`config.mk`:
```
export PLATFORM = sky130hd
export DESIGN_NAME = stage_latch
export DESIGN_NICKNAME = d
export VERILOG_FILES = /design/src/rtl/stage_latch_pkg.sv /design/src/rtl/stage_entry.sv /design/src/rtl/stage_latch.sv
export SDC_FILE = /design/constraint.sdc
export NUM_CORES = 1
export LEC_CHECK = 0
export ABC_AREA = 1
export BUFFER_PORTS_ARGS = -buffer_cell sky130_fd_sc_hd__buf_2
export CELL_PAD_IN_SITES_DETAIL_PLACEMENT = 1
export CELL_PAD_IN_SITES_GLOBAL_PLACEMENT = 1
export CORE_MARGIN = 5
export CORE_UTILIZATION = 39
export CTS_CLUSTER_SIZE = 30
export DETAILED_ROUTE_END_ITERATION = 10
export PLACE_DENSITY = 0.9
export SYNTH_ARGS = -nofsm -noshare
export SYNTH_HDL_FRONTEND = slang
export SYNTH_SLANG_ARGS = --single-unit
```
`constraint.sdc`:
```
create_clock -name clock -period 1.7 [get_ports clock]
set_input_delay 0.085 -clock clock [delete_from_list [all_inputs] [get_ports clock]]
set_output_delay 0.085 -clock clock [all_outputs]
set_load 0.05 [all_outputs]
```
`src/rtl/stage_latch_pkg.sv`:
```
// Shared pipeline definitions for the stage latch: default widths, bubble
// word, channel indices and the occupancy encoding.
package stage_latch_pkg;

   localparam int          DEF_WIDTH    = 32;
   localparam int          DEF_NCH      = 3;
   localparam logic [31:0] DEF_NOP_WORD = 32'h0000_0000;

   // Channel positions inside one entry (channel k at bits [k*WIDTH +: WIDTH])
   localparam int CH_O  = 0;
   localparam int CH_D  = 1;
   localparam int CH_IR = 2;

   // Number of entries currently held by the 2-deep stage
   typedef enum logic [1:0] {
      OCC_EMPTY = 2'd0,
      OCC_ONE   = 2'd1,
      OCC_FULL  = 2'd2
   } occ_e;

endpackage

```
`src/rtl/stage_entry.sv`:
```
// One stage entry: a WIDTH*NCH register with load enable and an
// asynchronous active-low clear to the NOP bubble value.
module stage_entry
   import stage_latch_pkg::*;
#(
   parameter int                     WIDTH   = DEF_WIDTH,
   parameter int                     NCH     = DEF_NCH,
   parameter logic [WIDTH*NCH-1:0]   CLR_VAL = '0
) (
   input  logic                   clock,
   input  logic                   ctrl_reset,
   input  logic                   load,
   input  logic [WIDTH*NCH-1:0]   d,
   output logic [WIDTH*NCH-1:0]   q
);

   // Capture d when load is set; reset forces the bubble immediately
   always_ff @(posedge clock or negedge ctrl_reset) begin
      if (!ctrl_reset) begin
         q <= CLR_VAL;
      end else if (load) begin
         q <= d;
      end
   end

endmodule

```
`src/rtl/stage_latch.sv`:
```
// Two-entry in-order pipeline stage (head + skid) with a registered
// in_ready, dominant synchronous flush and NOP bubble on empty output.
module stage_latch
   import stage_latch_pkg::*;
#(
   parameter int                 WIDTH    = DEF_WIDTH,
   parameter int                 NCH      = DEF_NCH,
   parameter logic [WIDTH-1:0]   NOP_WORD = WIDTH'(DEF_NOP_WORD)
) (
   input  logic                   clock,
   input  logic                   ctrl_reset,
   input  logic                   in_valid,
   output logic                   in_ready,
   input  logic [WIDTH*NCH-1:0]   in_data,
   input  logic                   flush,
   output logic                   out_valid,
   input  logic                   out_ready,
   output logic [WIDTH*NCH-1:0]   out_data,
   output logic [1:0]             occupancy
);

   localparam int                 DW         = WIDTH * NCH;
   localparam logic [DW-1:0]      NOP_BUBBLE = {NCH{NOP_WORD}};

   occ_e            occ_q;
   occ_e            occ_d;
   logic            in_ready_q;
   logic            in_ready_d;
   logic            accept;
   logic            consume;
   logic            head_ld;
   logic            skid_ld;
   logic            head_from_skid;
   logic [DW-1:0]   head_d;
   logic [DW-1:0]   head_q;
   logic [DW-1:0]   skid_q;

   // A flush cycle performs no transfer in either direction
   assign accept  = in_valid && in_ready_q && !flush;
   assign consume = out_valid && out_ready && !flush;

   // Next occupancy and register load enables
   always_comb begin
      occ_d          = occ_q;
      head_ld        = 1'b0;
      skid_ld        = 1'b0;
      head_from_skid = 1'b0;
      if (flush) begin
         occ_d = OCC_EMPTY;
      end else begin
         case (occ_q)
            OCC_EMPTY: begin
               if (accept) begin
                  head_ld = 1'b1;
                  occ_d   = OCC_ONE;
               end
            end
            OCC_ONE: begin
               if (accept && consume) begin
                  head_ld = 1'b1;
               end else if (accept) begin
                  skid_ld = 1'b1;
                  occ_d   = OCC_FULL;
               end else if (consume) begin
                  occ_d = OCC_EMPTY;
               end
            end
            OCC_FULL: begin
               // in_ready is low here, so only the skid-to-head move happens
               if (consume) begin
                  head_ld        = 1'b1;
                  head_from_skid = 1'b1;
                  occ_d          = OCC_ONE;
               end
            end
            default: occ_d = OCC_EMPTY;
         endcase
      end
   end

   assign in_ready_d = (occ_d != OCC_FULL);
   assign head_d     = head_from_skid ? skid_q : in_data;

   // Control state; reset leaves in_ready low until the first edge after release
   always_ff @(posedge clock or negedge ctrl_reset) begin
      if (!ctrl_reset) begin
         occ_q      <= OCC_EMPTY;
         in_ready_q <= 1'b0;
      end else begin
         occ_q      <= occ_d;
         in_ready_q <= in_ready_d;
      end
   end

   stage_entry #(
      .WIDTH   (WIDTH),
      .NCH     (NCH),
      .CLR_VAL (NOP_BUBBLE)
   ) u_head (
      .clock      (clock),
      .ctrl_reset (ctrl_reset),
      .load       (head_ld),
      .d          (head_d),
      .q          (head_q)
   );

   stage_entry #(
      .WIDTH   (WIDTH),
      .NCH     (NCH),
      .CLR_VAL (NOP_BUBBLE)
   ) u_skid (
      .clock      (clock),
      .ctrl_reset (ctrl_reset),
      .load       (skid_ld),
      .d          (in_data),
      .q          (skid_q)
   );

   // Stale head contents are hidden behind the bubble whenever the stage is empty
   assign out_valid = (occ_q != OCC_EMPTY);
   assign out_data  = out_valid ? head_q : NOP_BUBBLE;
   assign in_ready  = in_ready_q;
   assign occupancy = occ_q;

endmodule

```
==> reports/metrics.csv, run 1 <==
metric;value;unit
ant_nets;0;
finish.instance_area;0.0141;mm2
wl_per_cell;21.1;um
pin_count;201;
irDropWorstVdd;584;uV
initialDrtViolationCount;749;
cts_made_buffers;17;
worst-slew-pin-transition;568;ps
final-seq-area;0.00488;mm2
port_buffers;200;
min_period_over_period;1.01;
status;finished with violations;
finalMaxSlewViolations;0;
whs;74.7;ps
max_stage_delay;430;ps
initial_utilization;0.397;
clock-sinks;195;
n_fill_cell;2970;
yosysSeqAreaShare;0.502;
arrival;1630;ps
drc;0;
violations;negative setup slack;
die_w;168;um
grt_pass1_wl;59700;um
synth.distinct_cells;16;
startpoint_type;flip-flop;
dp_hpwl;19000;um
setup_violations;10;
cp_slowest_cell;dfrtp_2;
fin_worst_skew;12.0;ps
core_area;0.0245;mm2
multi_input_area;0.00402;mm2
fin_nets;1737;
routed_wl;41600;um
setup_ws;-15.2;ps
grt_max_degree;101;
cts_max_path_buffers;2;
ys_ff_latch;195;
clk_pin_slew;80;ps
worstSetupEndpointType;output pin;
grt-ovfl-total;0;
holdCritStartpoint;flush;
maxCapViolCount;0;
tns;-81.5;ps
placed_cells;1819;
area_growth_syn_to_layout;44.6;%
syn_inst;1366;
synth.avg_cell_area;7.12;um2
relSlewSlack;0.621;
rows;57;
clock-root-buffer;clkbuf_16;
cp.required;1620;ps
p_leak;7.66;nW
hp-class;primary input to flip-flop;
clock.fmax;0.583;GHz
layout-drive-gt1-share;0.208;
via_per_inst;5.31;
drt_pass1_iterations;5;
fin_util;0.574;
grt_pass1_vias;11100;
crit_start;occupancy[0];
clock_latency;430;ps
die_h;168;um
path_max_fanout;7;
powerDensity;1010;mW/mm2
antenna_found_initial;5;
synth_area;0.00972;mm2
vias;10500;
cts_htree_levels;4;
gp_congestion;0.760;
yosys_warnings;0;
dpl_cell_area;0.0113;mm2
path_cells;nor2_4 > buf_4 > clkbuf_16 > nor2_4 > buf_4;
critPathKind;flip-flop to output pin;
grtUsageTotal;0.261;
fin_cells;1975;
tritoncts;built;
finalHoldViolCount;0;
r2r_start;occupancy[0];
period_minus_slack;1720;ps
dieArea;0.0282;mm2
synth_nets;1467;
rsz0062_at_grt;yes;
-- worst paths after layout --
kind	endpoint	slack, ps	cells past startpoint
setup / recovery	out_data[70]	-20	5
hold / removal	occupancy[0]	70	4
setup reg to reg	u_head.q[41]	10	8
hold reg to reg	u_skid.q[51]	500	2
max in group asynchronous	u_head.q[59]	850	3
min in group asynchronous	u_skid.q[77]	180	2
-- report_power, final --
| part | internal, mW | switching, mW | total [mW] |
|---|---|---|---|
| combinational | 1.41 | 2.36 | 3.77 |
| clock | 2.16 | 1.93 | 4.09 |
| sequential | 5.63 | 0.657 | 6.28 |
| total | 9.20 | 4.95 | 14.1 |
-- flip-flops by register name, indices dropped and copies added (netlist names) --
signal / count
u_skid.q: 96
in_ready: 1
u_head.q: 96
occupancy: 2
-- cells by family after synthesis --
family / synth area share
flip-flops: 0.502
AND/OR/NAND/NOR: 0.329
buffers and inverters: 0.119
AO/OA/AOI/OAI: 0.0499
-- layout make-up --
cell class | count | area share
sequential | 195 | 0.347
multi-input combinational | 881 | 0.286
timing repair buffer | 343 | 0.244
inverter | 198 | 0.0529
clock buffer | 17 | 0.0303
tap | 324 | 0.0288
clock inverter | 12 | 0.00953
antenna | 5 | 0.000890
-- cells in the mapped netlist, drive strengths merged --
library cell / count / share of area
clkbuf: 40 / 0.015
buf: 52 / 0.027
nand3: 195 / 0.10
nor2: 102 / 0.040
o21ai: 96 / 0.049
nand2: 487 / 0.19
a21oi: 1 / 0.00051
inv: 198 / 0.076
dfrtp: 195 / 0.50
-- timing repair --
action	in CTS	in global routing
gates resized for setup	132	129
endpoints found under the setup margin	97	225
setup buffers	8	1
hold buffers	99	0
gates cloned	4	13
pin swaps	1	3
endpoints found under the hold margin	236	0
-- placed cells by master, fill, tap and decap left out, types with 29 or more instances in the layout --
cell type	instances
nand2_1	479
nand3_1	194
inv_1	194
dfrtp_1	193
buf_2	102
dlygate4sd3_1	99
o21ai_1	86
buf_6	81
nor2_1	48
nor2_4	29
-- per-stage QoR --
step           total power [mW]  setup slack (ps)
2_1_floorplan              8.22              -132
3_3_place_gp               9.04               158
3_5_place_dp               9.24              47.5
4_1_cts                    13.7             -50.3
5_1_grt                    14.8             -60.2
6_report                   14.1             -15.2
-- layer usage --
layer,GRT usage,part of all wire,vias up
met5,0,0,-
met4,0.134,0.053,0
met3,0.0324,0.054,160
met2,0.467,0.52,466
met1,0.307,0.38,5178
li1,-,-,4691
-- critical path: cells and delay by family (launching register included) --
family                 cells  cell delay [ps]
and+or+nand+nor            2              200
DFF                        1              430
buffers and inverters      3              570
(Power assumes the default switching activity.)
==> run 2: changes to the inputs <==
Settings changed: CTS_CLUSTER_SIZE 30 to 40, REMOVE_ABC_BUFFERS set to 1.
Clock period 1.7 ns to 1.68 ns, I/O delays scaled along.
==> run 2 against run 1 <==
  * The flow still finishes with violations (negative setup slack)
  * Routed wire length rose by 4.7%
  * Cell count grew 0.20%
  * Total power grew 1.8%
  * Largest cell class unchanged
==> reports/metrics.csv, run 2 (synthesis gave the netlist of run 1 again) <==
metric;value;unit
status;finished with violations;
violations;negative setup slack;
clock-root-buffer;clkbuf_16;
clock_latency;440;ps
port_buffers;200;
clock.fmax;0.558;GHz
path_max_fanout;9;
cts_made_buffers;17;
fin_worst_skew;14.9;ps
die_w;168;um
grt_max_degree;87;
cp.required;1600;ps
clk_pin_slew;70;ps
layout.cells.most_common_list;nand2_1 (484), nand3_1 (194), inv_1 (194);
maxCapViolCount;0;
fin_nets;1743;
r2r_start;occupancy[0];
routed_wl;43500;um
setup_ws;-113;ps
cts_htree_levels;4;
crit-reg2reg-capture;u_head.q[87];
relSlewSlack;0.696;
gp_congestion;0.752;
ant_nets;0;
core_area;0.0245;mm2
rows;57;
dp_hpwl;19200;um
tritoncts;built;
irDropWorstVdd;634;uV
fin_util;0.575;
layout_commonest_cell;nand2_1;
final-seq-area;0.00488;mm2
critPathKind;flip-flop to output pin;
worst-slew-pin-transition;456;ps
min_to;in_ready;
area_growth_syn_to_layout;44.8;%
worstSetupEndpointType;output pin;
initialDrtViolationCount;819;
powerDensity;1020;mW/mm2
max_stage_delay;450;ps
hp-class;primary input to flip-flop;
pin_count;201;
die_h;168;um
finalPower;14.4;mW
p_leak;7.68;nW
dieArea;0.0282;mm2
path_cells;nor2_4 > buf_8 > clkbuf_16 > nor2_1 > buf_6;
cp_slowest_cell;dfrtp_2;
finalMaxSlewViolations;0;
vias;10600;
multi_input_area;0.00396;mm2
arrival;1710;ps
setup_violations;97;
period_minus_slack;1790;ps
antenna_found_initial;0;
antennaDiodeCount;0;
reg2reg_setup_slack;30;ps
via_per_inst;5.35;
cts_max_path_buffers;2;
clock-sinks;195;
grt_pass1_wl;58600;um
finalHoldViolCount;0;
startpoint_type;flip-flop;
drc;0;
grt_pass1_vias;10900;
initial_utilization;0.397;
min_period_over_period;1.07;
holdCritStartpoint;flush;
r2r_cells;8;
layout-drive-gt1-share;0.201;
rsz0062_at_grt;yes;
grt-ovfl-total;0;
drt_pass1_iterations;5;
n_fill_cell;2943;
grtUsageTotal;0.258;
wl_per_cell;22.0;um
hold_path_depth;3;
## run 2: cell types whose count changed in the layout (fill, tap and decap cells not counted), moves of 3 or more
cell and change:
buf_12 -3, buf_4 -9, buf_6 +19, diode_2 -5, nand2_1 +5, nand2_2 -5
nor2_1 +13, nor2_2 -11
## run 2: final cells by class
class,count,share of cell area
Clock buffer,20,0.0324
Clock inverter,12,0.00853
Inverter,198,0.0528
Multi-Input combinational cell,881,0.282
Sequential cell,195,0.347
Tap cell,324,0.0288
Timing Repair Buffer,349,0.249
## run 2: per-layer routing
metal  global-route usage  share of wire  vias to the layer above  wire length, um
li1                     -              -                     4703                -
met1                0.319           0.39                     5287            16900
met2                0.450           0.51                      457            22100
met3               0.0424          0.053                      140             2320
met4                0.102          0.051                        0             2210
met5                    0              0                        -                0
## run 2: power by group
group	leakage (nW)	switching, mW	internal, mW	total (mW)
registers	2.45	0.668	5.69	6.36
logic	4.96	2.44	1.44	3.88
clock network	0.272	2.00	2.16	4.16
## run 2: stage by stage
stage	setup TNS, ps	area (um2)	hold slack (ps)	std cells	setup slack [ps]
2_1_floorplan	-1099830	9310	-212	1274	-4770
3_3_place_gp	0	11100	130	1822	157
3_5_place_dp	-970	11100	135	1822	-70.6
4_1_cts	-3730	13200	43.9	1960	-70.2
5_1_grt	-10950	14100	80.8	1979	-158
6_report	-6110	14100	102	1979	-113
## run 2: what timing repair did
item | in CTS | in global routing
gates resized for setup | 126 | 166
pin swaps | 1 | 3
hold buffers | 98 | 0
buffers inserted | 6 | 5
endpoints found under the setup margin | 132 | 152
hold endpoints to repair | 377 | 0
cloned | 2 | 14
## run 2: worst max-delay path: cells and delay by family, from the launching register on
| family | cells | cell delay (ps) |
|---|---|---|
| AND/OR/NAND/NOR | 2 | 290 |
| flip-flops | 1 | 450 |
| buffers and inverters | 3 | 540 |
## run 2: worst max-delay path by stage
| stage | from | end | slack, ps | depth (start not counted) |
|---|---|---|---|---|
| global route | occupancy[0] | out_data[4] | -160 | 5 |
| detailed placement | in_ready | u_skid.q[68] | -70 | 6 |
| CTS | occupancy[1] | out_data[41] | -70 | 5 |
| floorplan | out_ready | u_head.q[0] | -4770 | 6 |
| finish | occupancy[0] | out_data[4] | -110 | 5 |
| global placement | occupancy[0] | u_head.q[17] | 160 | 7 |
==> run 3: changes to the inputs <==
Settings changed: MAX_ROUTING_LAYER set to met4.
==> run 3 against run 2 <==
  * The flow still finishes with violations (negative setup slack)
  * Clock skew is 3.8 ps higher
  * Worst hold slack hardly changed
  * Sequential power hardly changed
  * Clock power hardly changed
  * Clock-buffer cell count stayed put
  * Via count is 1.1% higher
  * Register-to-register slack worse by 120 ps
  * Sequential cell count stayed put
  * Highest routed layer unchanged
==> reports/metrics.csv, run 3 (synthesis gave the netlist of run 1 again) <==
metric;value;unit
placed_cells;1822;
die_h;168;um
worstSetupEndpointType;output pin;
grt-ovfl-total;0;
antennaDiodeCount;0;
max_stage_delay;440;ps
setup_ws;-93.6;ps
violations;negative setup slack;
initialDrtViolationCount;791;
cp.required;1600;ps
port_buffers;200;
period_minus_slack;1770;ps
cp_slowest_cell;dfrtp_2;
core_area;0.0245;mm2
worst-slew-pin-transition;457;ps
layout.cells.most_common_list;nand2_1 (484), nand3_1 (194), inv_1 (194);
clock-root-buffer;clkbuf_16;
multi_input_area;0.00396;mm2
cts_max_path_buffers;2;
antenna_found_initial;0;
grt_pass1_wl;58600;um
dp_slack;-70.6;ps
dpl_cell_area;0.0111;mm2
grt_max_degree;87;
drc;0;
clock.fmax;0.564;GHz
hp-class;primary input to flip-flop;
gp_congestion;0.761;
path_cells;nor2_4 > buf_6 > buf_8 > nor2_1 > buf_4;
tns;-4190;ps
path_max_fanout;8;
finalPower;14.4;mW
finalHoldViolCount;0;
fin_cells;1978;
n_fill_cell;2949;
routed_wl;43800;um
fin_nets;1742;
arrival;1690;ps
relSlewSlack;0.695;
vias;10700;
initial_utilization;0.397;
ant_nets;0;
whs;102;ps
dp_hpwl;19200;um
cts_made_buffers;17;
cp_top_family;buffers and inverters;
clk_pin_slew;70;ps
clock-sinks;195;
finish.instance_area;0.0140;mm2
fin_util;0.573;
grtUsageTotal;0.265;
setup_violations;107;
grt_pass1_vias;10900;
wl_per_cell;22.1;um
path_buf_inv;3;
cts_htree_levels;4;
rsz0062_at_grt;yes;
min_period_over_period;1.06;
startpoint_type;flip-flop;
clock_latency;440;ps
die_w;168;um
fin_worst_skew;18.7;ps
irDropWorstVdd;641;uV
critPathKind;flip-flop to output pin;
pin_count;201;
via_per_inst;5.41;
status;finished with violations;
maxCapViolCount;0;
drt_pass1_iterations;5;
p_leak;7.66;nW
rows;57;
layout_commonest_cell;nand2_1;
layout-drive-gt1-share;0.195;
finalMaxSlewViolations;0;
dieArea;0.0282;mm2
powerDensity;1030;mW/mm2
tritoncts;built;
area_growth_syn_to_layout;44.1;%
final-seq-area;0.00488;mm2
-- run 3: per-layer routing --
layer / vias to the layer above / GRT usage / routed length (um)
met5: - / - / 0
met1: 5345 / 0.320 / 16600
met3: 156 / 0.0352 / 2500
met2: 506 / 0.451 / 22600
li1: 4696 / - / -
met4: 0 / 0.107 / 2040
-- run 3: report_power, final --
part	leakage [nW]	internal (mW)	switching (mW)
clock network	0.272	2.16	1.99
logic	4.94	1.42	2.44
registers	2.45	5.69	0.675
-- run 3: area by class of cell --
type / instances / area share
Multi-Input combinational cell: 881 / 0.282
Clock inverter: 12 / 0.00857
Clock buffer: 20 / 0.0326
Tap cell: 324 / 0.0289
Sequential cell: 195 / 0.348
Timing Repair Buffer: 348 / 0.246
Inverter: 198 / 0.0532
-- run 3: path summary, 6_finish.rpt --
path                               from           end  slack (ps)  cells after the start
max                        occupancy[0]   out_data[5]         -90                      5
min                               flush      in_ready         100                      3
max reg2reg                occupancy[0]  u_head.q[14]         -90                      7
min reg2reg                u_skid.q[66]  u_skid.q[66]         500                      2
max in group asynchronous    ctrl_reset  occupancy[1]        1010                      3
min in group asynchronous    ctrl_reset  u_head.q[59]         230                      3
-- run 3: worst min-delay path, cell delays in order --
cell and delay [ps]:
buf_2 180, nor2_1 100, nand2_1 110
-- run 3: what timing repair did --
action                                  in CTS  in global routing
setup buffers                                6                  5
resized for setup                          126                156
hold buffers                                98                  0
pin swaps                                    1                  3
endpoints found under the setup margin     132                148
endpoints found under the hold margin      377                  0
cloned                                       2                 13
